## src/rtl/regfile_wport_arbiter.sv

```systemverilog
// Register-file write-port arbiter: processor writeback has priority, debounced button
// changes fill idle slots, and a starvation guard forces an I/O slot. Define SWITCH_MIRROR_EN
// to add the slide-switch mirror as a fifth I/O source.
`timescale 1ns/1ps
module regfile_wport_arbiter #(
   parameter int unsigned DEBOUNCE_CYCLES = 16,
   parameter int unsigned STARVE_LIMIT    = 8,
   parameter logic [4:0]  BTN_BASE_REG    = 5'd1,
   parameter logic [4:0]  SW_REG          = 5'd5
) (
   input  logic        clock,
   input  logic        ctrl_reset,
   input  logic        proc_we,
   input  logic [4:0]  proc_waddr,
   input  logic [31:0] proc_wdata,
   output logic        proc_stall,
   output logic        proc_wr_blocked,
   input  logic        btn_UP,
   input  logic        btn_DOWN,
   input  logic        btn_LEFT,
   input  logic        btn_RIGHT,
   input  logic [15:0] switch,
   output logic        ctrl_writeEnable,
   output logic [4:0]  ctrl_writeReg,
   output logic [31:0] data_writeReg,
   output logic [4:0]  io_pending
);

   localparam int unsigned CNT_W = $clog2(DEBOUNCE_CYCLES);
   localparam logic [CNT_W-1:0] CNT_MAX = CNT_W'(DEBOUNCE_CYCLES - 1);
   localparam int unsigned STV_W = $clog2(STARVE_LIMIT + 1);
   localparam logic [STV_W-1:0] STV_MAX = STV_W'(STARVE_LIMIT - 1);
   localparam logic [4:0] BTN_REG_1 = BTN_BASE_REG + 5'd1;
   localparam logic [4:0] BTN_REG_2 = BTN_BASE_REG + 5'd2;
   localparam logic [4:0] BTN_REG_3 = BTN_BASE_REG + 5'd3;
`ifdef SWITCH_MIRROR_EN
   localparam int unsigned N_SRC_I = 5;
`else
   localparam int unsigned N_SRC_I = 4;
`endif
   localparam logic [3:0] N_SRC = 4'(N_SRC_I);

   typedef enum logic {ST_NORMAL, ST_FORCE} state_t;

   logic [3:0]       meta_q, meta_d, sync_q, sync_d, stable_q, stable_d, val_q, val_d;
   logic [CNT_W-1:0] cnt_q [4];
   logic [CNT_W-1:0] cnt_d [4];
   logic [4:0]       pend_q, pend_d, accept, grant_vec;
   logic [2:0]       rr_q, rr_d, grant_idx;
   logic [3:0]       scan_sum;
   logic [STV_W-1:0] starve_q, starve_d;
   state_t           state_q, state_d;
   logic             reserved, proc_grant, io_avail, io_grant;
`ifdef SWITCH_MIRROR_EN
   logic [15:0]      sw_meta_q, sw_meta_d, sw_sync_q, sw_sync_d, sw_cap_q, sw_cap_d;
`else
   logic             unused_sw;
   assign unused_sw = ^{switch, SW_REG};
`endif

   // NOTE: every combinational output gets a default first so no path can infer a latch.
   always_comb begin : debounce_comb
      meta_d   = {btn_RIGHT, btn_LEFT, btn_DOWN, btn_UP};
      sync_d   = meta_q;
      stable_d = stable_q;
      val_d    = val_q;
      accept   = '0;
      for (int i = 0; i < 4; i++) begin
         cnt_d[i] = cnt_q[i];
         if (sync_q[i] == stable_q[i]) begin
            cnt_d[i] = '0;
         end else if (cnt_q[i] == CNT_MAX) begin
            stable_d[i] = sync_q[i];
            val_d[i]    = sync_q[i];
            cnt_d[i]    = '0;
            accept[i]   = 1'b1;
         end else begin
            cnt_d[i] = cnt_q[i] + 1'b1;
         end
      end
`ifdef SWITCH_MIRROR_EN
      sw_meta_d = switch;
      sw_sync_d = sw_meta_q;
      sw_cap_d  = sw_cap_q;
      if (sw_sync_q != sw_cap_q) begin
         sw_cap_d  = sw_sync_q;
         accept[4] = 1'b1;
      end
`endif
   end

`ifdef SWITCH_MIRROR_EN
   assign reserved = (proc_waddr == 5'd0) || (proc_waddr == BTN_BASE_REG) || (proc_waddr == BTN_REG_1) ||
                     (proc_waddr == BTN_REG_2) || (proc_waddr == BTN_REG_3) || (proc_waddr == SW_REG);
`else
   assign reserved = (proc_waddr == 5'd0) || (proc_waddr == BTN_BASE_REG) || (proc_waddr == BTN_REG_1) ||
                     (proc_waddr == BTN_REG_2) || (proc_waddr == BTN_REG_3);
`endif
   assign proc_stall      = (state_q == ST_FORCE);
   assign proc_wr_blocked = proc_we && reserved;
   assign proc_grant      = proc_we && !proc_stall && !proc_wr_blocked;
   assign io_grant        = io_avail && !proc_grant;
   assign grant_vec       = io_grant ? (5'b00001 << grant_idx) : 5'b00000;
   assign io_pending      = pend_q;

   // Round-robin scan: first pending source at or after rr_q, wrapping modulo N_SRC.
   always_comb begin : grant_comb
      io_avail  = 1'b0;
      grant_idx = '0;
      scan_sum  = '0;
      for (int k = 0; k < N_SRC_I; k++) begin
         scan_sum = {1'b0, rr_q} + 4'(k);
         if (scan_sum >= N_SRC) scan_sum = scan_sum - N_SRC;
         if (!io_avail && pend_q[scan_sum[2:0]]) begin
            io_avail  = 1'b1;
            grant_idx = scan_sum[2:0];
         end
      end
   end

   always_comb begin : port_mux_comb
      ctrl_writeEnable = 1'b0;
      ctrl_writeReg    = '0;
      data_writeReg    = '0;
      pend_d           = accept | (pend_q & ~grant_vec);
      rr_d             = rr_q;
      if (proc_grant) begin
         ctrl_writeEnable = 1'b1;
         ctrl_writeReg    = proc_waddr;
         data_writeReg    = proc_wdata;
      end else if (io_avail) begin
         ctrl_writeEnable = 1'b1;
         rr_d = ({1'b0, grant_idx} == N_SRC - 4'd1) ? 3'd0 : grant_idx + 3'd1;
`ifdef SWITCH_MIRROR_EN
         if (grant_idx == 3'd4) begin
            ctrl_writeReg = SW_REG;
            data_writeReg = {16'b0, sw_cap_q};
         end else
`endif
         begin
            ctrl_writeReg = BTN_BASE_REG + {3'b000, grant_idx[1:0]};
            data_writeReg = {31'b0, val_q[grant_idx[1:0]]};
         end
      end
   end

   always_comb begin : fsm_comb
      state_d  = state_q;
      starve_d = starve_q;
      case (state_q)
         ST_NORMAL: begin
            if (|pend_q && proc_grant) begin
               if (starve_q == STV_MAX) begin
                  state_d  = ST_FORCE;
                  starve_d = '0;
               end else begin
                  starve_d = starve_q + 1'b1;
               end
            end else begin
               starve_d = '0;
            end
         end
         default: begin
            state_d  = ST_NORMAL;
            starve_d = '0;
         end
      endcase
   end

   // NOTE: state registers use non-blocking assignments so every flop samples pre-edge values.
   always_ff @(posedge clock) begin
      if (ctrl_reset) begin
         meta_q   <= '0;
         sync_q   <= '0;
         stable_q <= '0;
         val_q    <= '0;
         for (int i = 0; i < 4; i++) cnt_q[i] <= '0;
         pend_q   <= '0;
         rr_q     <= '0;
         starve_q <= '0;
         state_q  <= ST_NORMAL;
`ifdef SWITCH_MIRROR_EN
         sw_meta_q <= '0;
         sw_sync_q <= '0;
         sw_cap_q  <= '0;
`endif
      end else begin
         meta_q   <= meta_d;
         sync_q   <= sync_d;
         stable_q <= stable_d;
         val_q    <= val_d;
         cnt_q    <= cnt_d;
         pend_q   <= pend_d;
         rr_q     <= rr_d;
         starve_q <= starve_d;
         state_q  <= state_d;
`ifdef SWITCH_MIRROR_EN
         sw_meta_q <= sw_meta_d;
         sw_sync_q <= sw_sync_d;
         sw_cap_q  <= sw_cap_d;
`endif
      end
   end

endmodule

```

## config.mk

```make
export PLATFORM = sky130hd
export DESIGN_NAME = regfile_wport_arbiter
export DESIGN_NICKNAME = d
export VERILOG_FILES = /design/src/rtl/regfile_wport_arbiter.sv
export SDC_FILE = /design/constraint.sdc
export NUM_CORES = 1
export LEC_CHECK = 0
export ABC_AREA = 1
export BUFFER_PORTS_ARGS = -buffer_cell sky130_fd_sc_hd__buf_2
export CAP_MARGIN = 40
export CORE_UTILIZATION = 50
export CTS_BUF_LIST = sky130_fd_sc_hd__clkbuf_16
export CTS_CLUSTER_DIAMETER = 150
export DETAILED_ROUTE_END_ITERATION = 8
export MAX_ROUTING_LAYER = met4
export PLACE_DENSITY_LB_ADDON = 0.15
export RECOVER_POWER = 100
export SLEW_MARGIN = 20
export SYNTH_ARGS = -nofsm -noshare
export SYNTH_HDL_FRONTEND = slang
export SYNTH_SLANG_ARGS = --single-unit
```

## constraint.sdc

```tcl
create_clock -name clock -period 3.8 [get_ports clock]
set_clock_uncertainty 0.1 [all_clocks]
set_input_delay 0.76 -clock clock [delete_from_list [all_inputs] [get_ports clock]]
set_output_delay 0.76 -clock clock [all_outputs]
set_load 0.05 [all_outputs]
```

==> Word-level counts from Yosys, hierarchy flattened <==
Cells that the tools add are included.
{ "totals": {"regBits": 41, "in_bits": 60, "wordCells": 131} }
{ "classes": {"add_sub_neg": 14, "n_lt_le_gt_ge": 9, "n_eq_ne": 14, "shifts": 1, "muxes": 39, "bitwise_logic": 9, "reduce_logical": 31} }
{ "op_table": {"columns": ["cell", "n"], "rows": [
  ["32-bit 2-to-1 mux", 1],
  ["3-bit 2-to-1 mux", 10],
  ["1-bit 2-to-1 mux", 21],
  ["4-bit by 1-bit adder with 4-bit output, second input constant", 5],
  ["4-bit equality test, second input constant", 4],
  ["3-bit by 4-bit < comparator with 1-bit output, second input constant", 4],
  ["3-bit OR reduction", 5],
  ["1-bit binary-select mux with 3-bit select", 4],
  ["4-bit by 3-bit >= comparator with 1-bit output, second input constant", 3],
  ["3-bit subtractor, second input constant", 4],
  ["5-bit by 2-bit equality test with 1-bit output, second input constant", 2],
  ["5-bit 2-to-1 mux", 2],
  ["2-bit AND reduction", 5],
  ["3-bit by 2-bit adder with 4-bit output, second input constant", 2],
  ["1-bit logical AND", 8],
  ["1-bit logical NOT", 6],
  ["1-bit NOT", 6],
  ["5-bit AND", 1],
  ["5-bit by 1-bit equality test with 1-bit output, second input constant", 1],
  ["5-bit by 3-bit equality test with 1-bit output, second input constant", 1],
  ["5-bit logical NOT", 1],
  ["5-bit NOT", 1],
  ["4-bit by 5-bit bitwise OR with 5-bit output", 1],
  ["5-bit OR reduction", 1],
  ["12 further kinds", 18]
]} }

==> Longest topological paths before layout <==
Gate-level depths: netlist of run 1.
{ "logic_depth": {"depth_word": 19, "ltp_mapped": 16, "ltp_nobuf": 16} }

==> Worst setup path before layout of run 1 <==
OpenSTA, ideal clock, no wires.
{ "synth_path": {"kind": "input to output", "from": "in proc_waddr[2]", "to": "out ctrl_writeReg[2]", "t_arrival_ps": 2772, "t_required_ps": 2940, "setup_slack_ps": 168, "path_stages": 5, "n_path_buf": 1, "cell_sequence": "inv_1 > o21a_1 > or3_1 > buf_6 > o21ai_0"} }
{ "synth_via": {"elab_chain_cells": 9, "word_cells_on_any_way": 13} }
{ "synth_lines": {"columns": ["element", "line_no", "rtl"], "rows": [
  ["start: declaration", "14", "input logic [4:0] proc_waddr,"],
  ["5-bit by 1-bit equality test with 1-bit output / 5-bit logical NOT (equally long branches)", "96", "assign reserved = (proc_waddr == 5'd0) || (proc_waddr == BTN_BASE_REG) || (proc_waddr == BTN_REG_1) ||"],
  ["1-bit logical OR (3 in series)", "96", null],
  ["1-bit logical OR (*)", "97", "(proc_waddr == BTN_REG_2) || (proc_waddr == BTN_REG_3);"],
  ["1-bit logical AND (*)", "100", "assign proc_wr_blocked = proc_we && reserved;"],
  ["named net proc_wr_blocked", "17", "output logic proc_wr_blocked,"],
  ["1-bit logical NOT (*)", "101", "assign proc_grant = proc_we && !proc_stall && !proc_wr_blocked;"],
  ["1-bit logical AND (*)", "101", null],
  ["5-bit 2-to-1 mux (*)", "127", "if (proc_grant) begin"],
  ["end: declaration", "24", "output logic [4:0] ctrl_writeReg,"]
]} }
Mark *: on every way through the listed nets, which the timed path passes. The rest lies on a longest branch.

==> Worst setup path after layout of run 1 <==
{ "layout_path": {"from": "reg rr_q[0]", "to": "out ctrl_writeReg[0]"} }
{ "layout_via": {"elab_chain_cells": 17, "word_cells_on_any_way": 40} }
{ "layout_lines": {"columns": ["element", "line_no", "rtl"], "rows": [
  ["start: declaration", "49", "logic [2:0] rr_q, rr_d, grant_idx;"],
  ["start signal: assignment", "194", "rr_q <= rr_d;"],
  ["parallel branches: the longest is 15 deep, another holds 3-bit by 1-bit adder with 4-bit output", null, null],
  ["3-bit 2-to-1 mux (*)", "131", "end else if (io_avail) begin"],
  ["5-bit 2-to-1 mux (*)", "127", null]
]} }
Every way passes the cells marked *. The select of a mux whose other input is x is not followed.

==> impl_metrics.prom, run 1 <==
# TYPE chip_impl_metric gauge
chip_impl_metric{name="numPlacedInstances",unit=""} 477
chip_impl_metric{name="initial_core_util",unit=""} 0.530
chip_impl_metric{name="final-hold-violation-count",unit=""} 0
chip_impl_metric{name="via_per_inst",unit=""} 4.68
chip_impl_metric{name="place_congestion",unit=""} 0.823
chip_impl_metric{name="layout-area-overhead-vs-synth",unit="%"} 25.4
chip_impl_info{name="worstHoldStart",value="meta_q[0]$_SDFF_PP0_"} 1
chip_impl_info{name="cp_top_family",value="simple AND/OR/NAND/NOR gates"} 1
chip_impl_metric{name="post_cts_hold_buffer_count",unit=""} 0
chip_impl_metric{name="tightest_slew",unit="ns"} 0.932
chip_impl_metric{name="drt_first_iter_violations",unit=""} 80
chip_impl_info{name="startpoint_to_endpoint_class_of_the_critical_path",value="flop to output pin"} 1
chip_impl_info{name="netlist_top_cells_area",value="sky130_fd_sc_hd__dfxtp_1 (35%), sky130_fd_sc_hd__nor2_1 (12%), sky130_fd_sc_hd__inv_1 (9.1%)"} 1
chip_impl_info{name="cts_root_buffer_type",value="sky130_fd_sc_hd__clkbuf_16"} 1
chip_impl_metric{name="total_leakage_power",unit="nW"} 1.49
chip_impl_metric{name="die_x",unit="µm"} 70.4
chip_impl_info{name="timing.rr.start",value="rr_q[0]$_SDFFE_PP0P_"} 1
chip_impl_metric{name="seq_power_share",unit=""} 0.274
chip_impl_metric{name="timing.final.setup_violations",unit=""} 0
chip_impl_info{name="worst_r2r_endpoint",value="io_pending[1]$_SDFF_PP0_"} 1
chip_impl_metric{name="post_synth_inst_count",unit=""} 341
chip_impl_metric{name="cp_num_cells",unit=""} 13
chip_impl_metric{name="dp.final_hpwl",unit="mm"} 3.89
chip_impl_metric{name="power_switching",unit="mW"} 0.686
chip_impl_metric{name="floorplan.die.height",unit="µm"} 70.4
chip_impl_metric{name="clk-insertion-delay-late",unit="ns"} 0.28
chip_impl_metric{name="n_antenna_cell",unit=""} 0
chip_impl_metric{name="yosysTopAreaCellShare",unit=""} 0.351
chip_impl_metric{name="regToRegSetupSlack",unit="ns"} 1.43
chip_impl_metric{name="pin_count_of_the_biggest_net_entering_global_routing",unit=""} 32
chip_impl_info{name="worst_setup_path_endpoint",value="ctrl_writeReg[0]"} 1
chip_impl_info{name="post-synth-top-count-cell",value="sky130_fd_sc_hd__nor2_1"} 1
chip_impl_metric{name="power.clock.fraction",unit=""} 0.278
chip_impl_metric{name="cts.sinks",unit=""} 41
chip_impl_metric{name="post_route_cells_drive_above_1_share",unit=""} 0.201
chip_impl_metric{name="final_critical_path_setup_slack",unit="ns"} 0.336
chip_impl_metric{name="vdd.ir_drop.worst",unit="µV"} 428
chip_impl_metric{name="synth_enable_flop_cells",unit=""} 0
chip_impl_metric{name="syn-cell-area",unit="µm²"} 2340
chip_impl_metric{name="synth_nets",unit=""} 408
chip_impl_info{name="path_cells",value="inv_1, ha_1, inv_1, nand3_1, nand3_2, nand2_4, nor2_8, nand4_1, nand2_1, inv_1, nand2_1, nand2_1, clkbuf_2"} 1
chip_impl_info{name="slowest_stage",value="sky130_fd_sc_hd__ha_1"} 1
chip_impl_metric{name="register_area",unit="µm²"} 821
chip_impl_metric{name="timing.setup.tns",unit="ns"} 0
chip_impl_metric{name="io_pins",unit=""} 105
chip_impl_metric{name="antenna_violating_nets_post_route",unit=""} 0
chip_impl_metric{name="floorplan.die_area",unit="µm²"} 4960
chip_impl_info{name="min_path_type",value="flop to flop"} 1
chip_impl_metric{name="min_period",unit="ns"} 3.46
chip_impl_metric{name="numPortBuffers",unit=""} 88
chip_impl_metric{name="synthDistinctLibCells",unit=""} 34
chip_impl_metric{name="global_route_wire_length_before_repair",unit="mm"} 8.42
chip_impl_metric{name="first_global_vias",unit=""} 1987
chip_impl_metric{name="multi_input_area",unit="µm²"} 1240
chip_impl_info{name="critical_path.startpoint_type",value="flop"} 1
chip_impl_metric{name="core",unit="µm²"} 4410
chip_impl_metric{name="final_design_area_no_fill",unit="µm²"} 2930
chip_impl_metric{name="clk_transition_reported_paths",unit="ns"} 0.05
chip_impl_info{name="synthFlopType",value="sky130_fd_sc_hd__dfxtp_1"} 1
chip_impl_metric{name="drtPass1Iterations",unit=""} 4
chip_impl_metric{name="worstPathMaxFanout",unit=""} 10
chip_impl_metric{name="grt_overflow_total",unit=""} 0
chip_impl_metric{name="post_cts.resized_instances",unit=""} 0
chip_impl_metric{name="postCtsSetupBuffers",unit=""} 0
chip_impl_metric{name="grt.total_usage",unit=""} 0.216
chip_impl_info{name="outcome",value="finished clean"} 1
chip_impl_metric{name="syn_avg_cell_area",unit="µm²"} 6.86
chip_impl_metric{name="num_vias",unit=""} 2271
chip_impl_metric{name="worst-path-buf-inv",unit=""} 4
chip_impl_metric{name="proportion_of_power_drawn_by_combinational_gates",unit=""} 0.448
chip_impl_metric{name="layout.cells.non_filler",unit=""} 485
chip_impl_metric{name="wl_per_cell",unit="µm"} 10.4
chip_impl_metric{name="fp-row-count",unit=""} 24
chip_impl_info{name="timing.critical_path.to_type",value="output pin"} 1
chip_impl_metric{name="nets",unit=""} 499
chip_impl_metric{name="slew_viol_final",unit=""} 0
chip_impl_metric{name="dp_slack",unit="ns"} 0.737
chip_impl_metric{name="filler_cell_count",unit=""} 417
chip_impl_metric{name="fin_util",unit=""} 0.665
chip_impl_metric{name="fin_crit_sh",unit=""} 0.912
chip_impl_metric{name="totalWireLength",unit="mm"} 5.04
chip_impl_metric{name="clock_tree.htree_level_count",unit=""} 2
chip_impl_metric{name="power.switching_fraction",unit=""} 0.418
chip_impl_metric{name="cp_data_arrival_time",unit="ns"} 2.60
chip_impl_metric{name="cellInternalPower",unit="mW"} 0.955
chip_impl_info{name="top_cell_types_by_occurrence_after_synthesis",value="sky130_fd_sc_hd__nor2_1 (75), sky130_fd_sc_hd__inv_1 (57), sky130_fd_sc_hd__nand2_1 (47)"} 1
chip_impl_metric{name="worst_ep_required_time",unit="ns"} 2.94
chip_impl_metric{name="numCtsBuffers",unit=""} 5
chip_impl_metric{name="power_per_cell_area",unit="nW/µm²"} 559
chip_impl_metric{name="slew-limit-headroom",unit=""} 0.379
chip_impl_info{name="cell_type_with_the_largest_total_area_after_synthesis",value="sky130_fd_sc_hd__dfxtp_1"} 1
chip_impl_metric{name="rr_worst_depth",unit=""} 13
chip_impl_metric{name="asyncSetResetFlopFracSynth",unit=""} 0
chip_impl_info{name="rsz0062_at_grt",value="false"} 1
chip_impl_metric{name="synth-seq-area-share",unit=""} 0.351
chip_impl_metric{name="ys_ff_latch",unit=""} 41
chip_impl_metric{name="cpPeakStageDelay",unit="ns"} 0.32
chip_impl_metric{name="post-route-drc-count",unit=""} 0
chip_impl_metric{name="max_freq",unit="GHz"} 0.289
chip_impl_metric{name="number_of_antenna_violations_at_the_first_check_in_global_routing",unit=""} 0
chip_impl_metric{name="clock_path_buffers",unit=""} 2
chip_impl_metric{name="timing.max_cap.violations",unit=""} 0
chip_impl_info{name="crit_path_start",value="rr_q[0]$_SDFFE_PP0P_"} 1
chip_impl_metric{name="placedInstanceArea",unit="µm²"} 2830
chip_impl_info{name="cts_tree",value="yes"} 1
chip_impl_metric{name="synth_warnings",unit=""} 0
-- per-stage QoR --
step	total power [mW]	hold WS (ns)
2_1_floorplan	1.06	0.288
3_3_place_gp	1.20	0.290
3_5_place_dp	1.20	0.302
4_1_cts	1.67	0.311
5_1_grt	1.75	0.331
6_report	1.64	0.307
-- logic make-up (layout without fill, tap and decap cells) --
family	after synthesis	in the layout	share of synthesized area
adders and majority gates	7	7	0.0374
buffers and inverters	70	162	0.120
DFF	41	41	0.351
AOI/OAI and AO/OA	16	16	0.0428
and+or+nand+nor	193	193	0.397
xor gates and xnor gates	14	14	0.0524
-- state kept, by name, summed over array words and instances, names as in the netlist --
| name | flops |
|---|---|
| cnt_q | 16 |
| io_pending | 5 |
| meta_q | 4 |
| proc_stall | 1 |
| rr_q | 3 |
| stable_q | 2 |
| starve_q | 4 |
| sync_q | 4 |
| val_q | 2 |
-- layer usage --
layer | wire length, µm | part of all wire | global-route usage
met1 | 2170 | 0.43 | 0.238
met2 | 2530 | 0.50 | 0.382
met3 | 249 | 0.049 | 0.0375
met4 | 93 | 0.018 | 0.0867
met5 | 0 | 0 | -
-- worst min-delay path by stage --
| stage | cells after the start | endpoint | slack (ns) |
|---|---|---|---|
| 2_1_floorplan | 2 | sync_q[0]$_SDFF_PP0_ | 0.29 |
| 3_3_place_gp | 2 | sync_q[0]$_SDFF_PP0_ | 0.29 |
| 3_5_place_dp | 2 | sync_q[0]$_SDFF_PP0_ | 0.30 |
| 4_1_cts | 2 | sync_q[0]$_SDFF_PP0_ | 0.31 |
| 5_1_grt | 2 | sync_q[1]$_SDFF_PP0_ | 0.33 |
| 6_report | 2 | sync_q[0]$_SDFF_PP0_ | 0.31 |
-- placed cells by master, fill, tap and decap left out, types with 3 or more instances in the layout --
| master | synthesis | routed |
|---|---|---|
| sky130_fd_sc_hd__buf_4 | 0 | 3 |
| sky130_fd_sc_hd__inv_1 | 57 | 60 |
| sky130_fd_sc_hd__clkbuf_16 | 0 | 5 |
| sky130_fd_sc_hd__nand3_1 | 28 | 28 |
| sky130_fd_sc_hd__buf_2 | 0 | 43 |
| sky130_fd_sc_hd__a21oi_1 | 6 | 6 |
| sky130_fd_sc_hd__nand4_1 | 9 | 9 |
| sky130_fd_sc_hd__xor2_1 | 8 | 8 |
| sky130_fd_sc_hd__nand3_2 | 5 | 5 |
| sky130_fd_sc_hd__nand2_1 | 47 | 48 |
| sky130_fd_sc_hd__clkbuf_1 | 5 | 42 |
| sky130_fd_sc_hd__xnor2_1 | 6 | 6 |
| sky130_fd_sc_hd__nor2_1 | 75 | 75 |
| sky130_fd_sc_hd__ha_1 | 7 | 7 |
| sky130_fd_sc_hd__a211oi_1 | 4 | 4 |
| sky130_fd_sc_hd__clkbuf_2 | 0 | 3 |
| sky130_fd_sc_hd__nand2_2 | 14 | 13 |
| sky130_fd_sc_hd__dfxtp_1 | 41 | 41 |
-- worst reg2reg max path, stage by stage (launching register included) --
cell and delay (ns):
sky130_fd_sc_hd__dfxtp_1 0.30, sky130_fd_sc_hd__inv_1 0.23, sky130_fd_sc_hd__ha_1 0.32, sky130_fd_sc_hd__inv_1 0.16, sky130_fd_sc_hd__nand3_1 0.13, sky130_fd_sc_hd__nand3_2 0.11
sky130_fd_sc_hd__nand2_4 0.08, sky130_fd_sc_hd__nor2_8 0.14, sky130_fd_sc_hd__nand4_1 0.13, sky130_fd_sc_hd__nand2_1 0.20, sky130_fd_sc_hd__inv_1 0.12, sky130_fd_sc_hd__nand3_1 0.11
sky130_fd_sc_hd__nand2_1 0.06, sky130_fd_sc_hd__a21oi_1 0.11
-- power groups by stage --
stage	logic [mW]	clock network, mW	registers [mW]
detailed placement	0.745	0	0.460
finish	0.736	0.455	0.450
global route	0.809	0.487	0.451
CTS	0.755	0.465	0.450
floorplan	0.592	0	0.465
global placement	0.741	0	0.459
-- cell type report --
type,instances,area share
clock inverters,3,0.0128
clock buffers,5,0.0426
multi-input cells,230,0.421
flip-flops and latches,41,0.280
inverters,63,0.0814
well taps,52,0.0222
repair buffers,91,0.140
No activity file was read; power rests on OpenSTA's default activity.
==> run 2: changes to the inputs <==
--- a/config.mk
+++ b/config.mk
@@ -5,7 +5,6 @@
 export SDC_FILE = /design/constraint.sdc
 export NUM_CORES = 1
 export LEC_CHECK = 0
-export ABC_AREA = 1
 export BUFFER_PORTS_ARGS = -buffer_cell sky130_fd_sc_hd__buf_2
 export CAP_MARGIN = 40
 export CORE_UTILIZATION = 50
==> impl_metrics.prom, run 2 <==
# TYPE chip_impl_metric gauge
chip_impl_info{name="cp_top_family",value="compound AO/OA/AOI/OAI gates"} 1
chip_impl_metric{name="ys_ff_latch",unit=""} 41
chip_impl_metric{name="synthDistinctLibCells",unit=""} 50
chip_impl_info{name="top_register",value="cnt_q"} 1
chip_impl_info{name="final_cell_mix",value="sky130_fd_sc_hd__buf_2 (44), sky130_fd_sc_hd__dfxtp_1 (40), sky130_fd_sc_hd__clkbuf_2 (35), sky130_fd_sc_hd__and2_1 (33), sky130_fd_sc_hd__nor2_1 (26)"} 1
chip_impl_metric{name="first_global_vias",unit=""} 1751
chip_impl_metric{name="timing.max_cap.violations",unit=""} 0
chip_impl_metric{name="via_per_inst",unit=""} 5.17
chip_impl_metric{name="final-hold-violation-count",unit=""} 0
chip_impl_info{name="post-synth-top-count-cell",value="sky130_fd_sc_hd__dfxtp_1"} 1
chip_impl_metric{name="vdd.ir_drop.worst",unit="µV"} 399
chip_impl_metric{name="synth_enable_flop_cells",unit=""} 0
chip_impl_metric{name="slew_viol_final",unit=""} 0
chip_impl_metric{name="place_congestion",unit=""} 0.887
chip_impl_metric{name="largest_reg_flops",unit=""} 16
chip_impl_metric{name="whs",unit="ns"} 0.341
chip_impl_metric{name="floorplan.die.height",unit="µm"} 68.4
chip_impl_metric{name="pin_count_of_the_biggest_net_entering_global_routing",unit=""} 37
chip_impl_metric{name="cts.sinks",unit=""} 41
chip_impl_info{name="cts_root_buffer_type",value="sky130_fd_sc_hd__clkbuf_16"} 1
chip_impl_metric{name="initial_core_util",unit=""} 0.536
chip_impl_metric{name="post_synth_inst_count",unit=""} 257
chip_impl_info{name="top_cell_types_by_occurrence_after_synthesis",value="sky130_fd_sc_hd__dfxtp_1 (41), sky130_fd_sc_hd__and2_1 (33), sky130_fd_sc_hd__nor2_1 (26)"} 1
chip_impl_metric{name="layout-area-overhead-vs-synth",unit="%"} 29.1
chip_impl_info{name="most_common_cell_after_layout_fill_and_taps_aside",value="sky130_fd_sc_hd__buf_2"} 1
chip_impl_metric{name="drt_first_iter_violations",unit=""} 75
chip_impl_metric{name="yosysTopAreaCellShare",unit=""} 0.372
chip_impl_metric{name="worstPathMaxFanout",unit=""} 8
chip_impl_metric{name="asyncSetResetFlopFracSynth",unit=""} 0
chip_impl_info{name="cell_type_with_the_largest_total_area_after_synthesis",value="sky130_fd_sc_hd__dfxtp_1"} 1
chip_impl_info{name="path_cells",value="buf_6, ha_1, nand4_1, mux2i_1, a21oi_2, a32o_2, or2_4, a211o_1, a32o_1, clkbuf_4"} 1
chip_impl_info{name="startpoint_to_endpoint_class_of_the_critical_path",value="flop to output pin"} 1
chip_impl_metric{name="dp_slack",unit="ns"} 0.344
chip_impl_metric{name="clock_tree.htree_level_count",unit=""} 2
chip_impl_info{name="critical_path.startpoint_type",value="flop"} 1
chip_impl_metric{name="die_x",unit="µm"} 68.4
chip_impl_metric{name="clock_path_buffers",unit=""} 2
chip_impl_metric{name="syn-cell-area",unit="µm²"} 2210
chip_impl_metric{name="timing.setup.tns",unit="ns"} 0
chip_impl_metric{name="worst_ep_required_time",unit="ns"} 2.94
chip_impl_metric{name="fin_crit_sh",unit=""} 0.967
chip_impl_metric{name="antenna_violating_nets_post_route",unit=""} 0
chip_impl_metric{name="syn_avg_cell_area",unit="µm²"} 8.59
chip_impl_metric{name="nets",unit=""} 417
chip_impl_metric{name="post_route_cells_drive_above_1_share",unit=""} 0.311
chip_impl_metric{name="floorplan.die_area",unit="µm²"} 4680
chip_impl_metric{name="numCtsBuffers",unit=""} 5
chip_impl_info{name="synthFlopType",value="sky130_fd_sc_hd__dfxtp_1"} 1
chip_impl_metric{name="wl_per_cell",unit="µm"} 12.2
chip_impl_metric{name="clk_transition_reported_paths",unit="ns"} 0.05
chip_impl_metric{name="fp-row-count",unit=""} 23
chip_impl_info{name="outcome",value="finished clean"} 1
chip_impl_metric{name="synth_nets",unit=""} 324
chip_impl_metric{name="core",unit="µm²"} 4120
chip_impl_metric{name="cp_data_arrival_time",unit="ns"} 2.82
chip_impl_info{name="slowest_stage",value="sky130_fd_sc_hd__dfxtp_1"} 1
chip_impl_info{name="cts_tree",value="yes"} 1
chip_impl_metric{name="drtPass1Iterations",unit=""} 4
chip_impl_metric{name="tightest_slew",unit="ns"} 1.09
chip_impl_info{name="timing.critical_path.to_type",value="output pin"} 1
chip_impl_info{name="min_path_type",value="flop to flop"} 1
chip_impl_metric{name="max_freq",unit="GHz"} 0.272
chip_impl_metric{name="n_antenna_cell",unit=""} 0
chip_impl_metric{name="number_of_antenna_violations_at_the_first_check_in_global_routing",unit=""} 0
chip_impl_info{name="rsz0062_at_grt",value="false"} 1
chip_impl_metric{name="global_route_wire_length_before_repair",unit="mm"} 7.45
chip_impl_metric{name="timing.final.setup_violations",unit=""} 0
chip_impl_metric{name="slew-limit-headroom",unit=""} 0.273
chip_impl_metric{name="clk-insertion-delay-late",unit="ns"} 0.27
chip_impl_metric{name="post-route-drc-count",unit=""} 0
chip_impl_metric{name="grt_overflow_total",unit=""} 0
chip_impl_metric{name="min_period",unit="ns"} 3.68
chip_impl_metric{name="power_per_cell_area",unit="nW/µm²"} 395
chip_impl_metric{name="dp.final_hpwl",unit="mm"} 3.89
chip_impl_metric{name="final_critical_path_setup_slack",unit="ns"} 0.125
chip_impl_metric{name="synth_warnings",unit=""} 0
chip_impl_metric{name="cpPeakStageDelay",unit="ns"} 0.37
chip_impl_metric{name="totalPowerFinal",unit="mW"} 1.13
chip_impl_metric{name="worst-path-buf-inv",unit=""} 2
chip_impl_metric{name="totalWireLength",unit="mm"} 4.90
chip_impl_metric{name="io_pins",unit=""} 105
chip_impl_metric{name="total_leakage_power",unit="nW"} 1.30
chip_impl_info{name="netlist_top_cells_area",value="sky130_fd_sc_hd__dfxtp_1 (37%), sky130_fd_sc_hd__and2_1 (9.4%), sky130_fd_sc_hd__nor2_1 (4.4%)"} 1
chip_impl_metric{name="grt.total_usage",unit=""} 0.225
chip_impl_metric{name="synth-seq-area-share",unit=""} 0.372
chip_impl_metric{name="num_vias",unit=""} 2073
chip_impl_metric{name="numPortBuffers",unit=""} 88
==> run 2: cell count changes after synthesis, moves of 6 or more <==
cell                      previous run  this run
sky130_fd_sc_hd__nor2_1             75        26
sky130_fd_sc_hd__inv_1              57        10
sky130_fd_sc_hd__and2_1              0        33
sky130_fd_sc_hd__nand2_1            47        17
sky130_fd_sc_hd__nand3_1            28        11
sky130_fd_sc_hd__nand2_2            14         0
sky130_fd_sc_hd__mux2i_1             0         9
sky130_fd_sc_hd__nor2b_1             0         9
sky130_fd_sc_hd__and3_1              0         7
sky130_fd_sc_hd__nand4_1             9         3
sky130_fd_sc_hd__nor3_1              2         8
==> run 2: area by class of cell <==
type                            instances  area (µm²)
Sequential cell                        41         822
Tap cell                               50        62.6
Clock buffer                            5         125
Multi-Input combinational cell        197        1310
Inverter                               10        37.5
Timing Repair Buffer                   95         482
Clock inverter                          3        13.8
Fill cell                             342        1260
==> run 2: what timing repair did <==
item | CTS | global route
setup buffers | 0 | 2
hold buffers | 0 | 0
setup endpoints to repair | 0 | 3
gates resized for setup | 0 | 4
==> run 2: where the power goes <==
part           switching [mW]  internal [mW]  total [mW]
logic                   0.201         0.0917       0.293
registers             0.00844          0.440       0.449
clock network           0.147          0.238       0.385
==> run 2: worst register-to-register path: stages, from the launching register on <==
cell and delay [ns]:
sky130_fd_sc_hd__dfxtp_1 0.37, sky130_fd_sc_hd__buf_4 0.17, sky130_fd_sc_hd__mux2_2 0.36, sky130_fd_sc_hd__and3_1 0.19
sky130_fd_sc_hd__a21oi_2 0.22, sky130_fd_sc_hd__nand2_1 0.13, sky130_fd_sc_hd__o31ai_1 0.48, sky130_fd_sc_hd__clkbuf_1 0.27
sky130_fd_sc_hd__or2_0 0.17, sky130_fd_sc_hd__a21oi_1 0.07
==> run 2: stage by stage <==
stage                      util  std cells  area [µm²]
after floorplan               -        257        2210
after detailed placement  0.658        391        2710
after global routing      0.693        401        2850
final                     0.693        401        2850
after CTS                 0.691        399        2850
after global placement    0.658        391        2710
==> run 2: path summary, 6_finish.rpt <==
check	startpoint	end	slack (ns)	cells after the start
hold reg to reg	meta_q[2]$_SDFF_PP0_	sync_q[2]$_SDFF_PP0_	0.34	1
setup / recovery	rr_q[0]$_SDFFE_PP0P_	data_writeReg[0]	0.12	10
hold / removal	meta_q[2]$_SDFF_PP0_	sync_q[2]$_SDFF_PP0_	0.34	1
setup reg to reg	rr_q[0]$_SDFFE_PP0P_	rr_q[2]$_SDFFE_PP0P_	1.11	9
==> run 2: cells by family after synthesis <==
kind of cell    share of synthesized area
compound gates                      0.127
xor+xnor                           0.0595
fa+ha+maj                          0.0397
buf+inv                            0.0380
flops                               0.372
mux                                0.0510
simple gates                        0.313
==> run 2: routing by layer <==
layer | GRT usage | part of all wire | wire length, µm | vias up
met3 | 0.0517 | 0.071 | 350 | 6
met2 | 0.411 | 0.50 | 2440 | 65
met1 | 0.225 | 0.41 | 2030 | 932
met4 | 0.0990 | 0.017 | 81 | 0
met5 | - | 0 | 0 | -
li1 | - | - | - | 1070
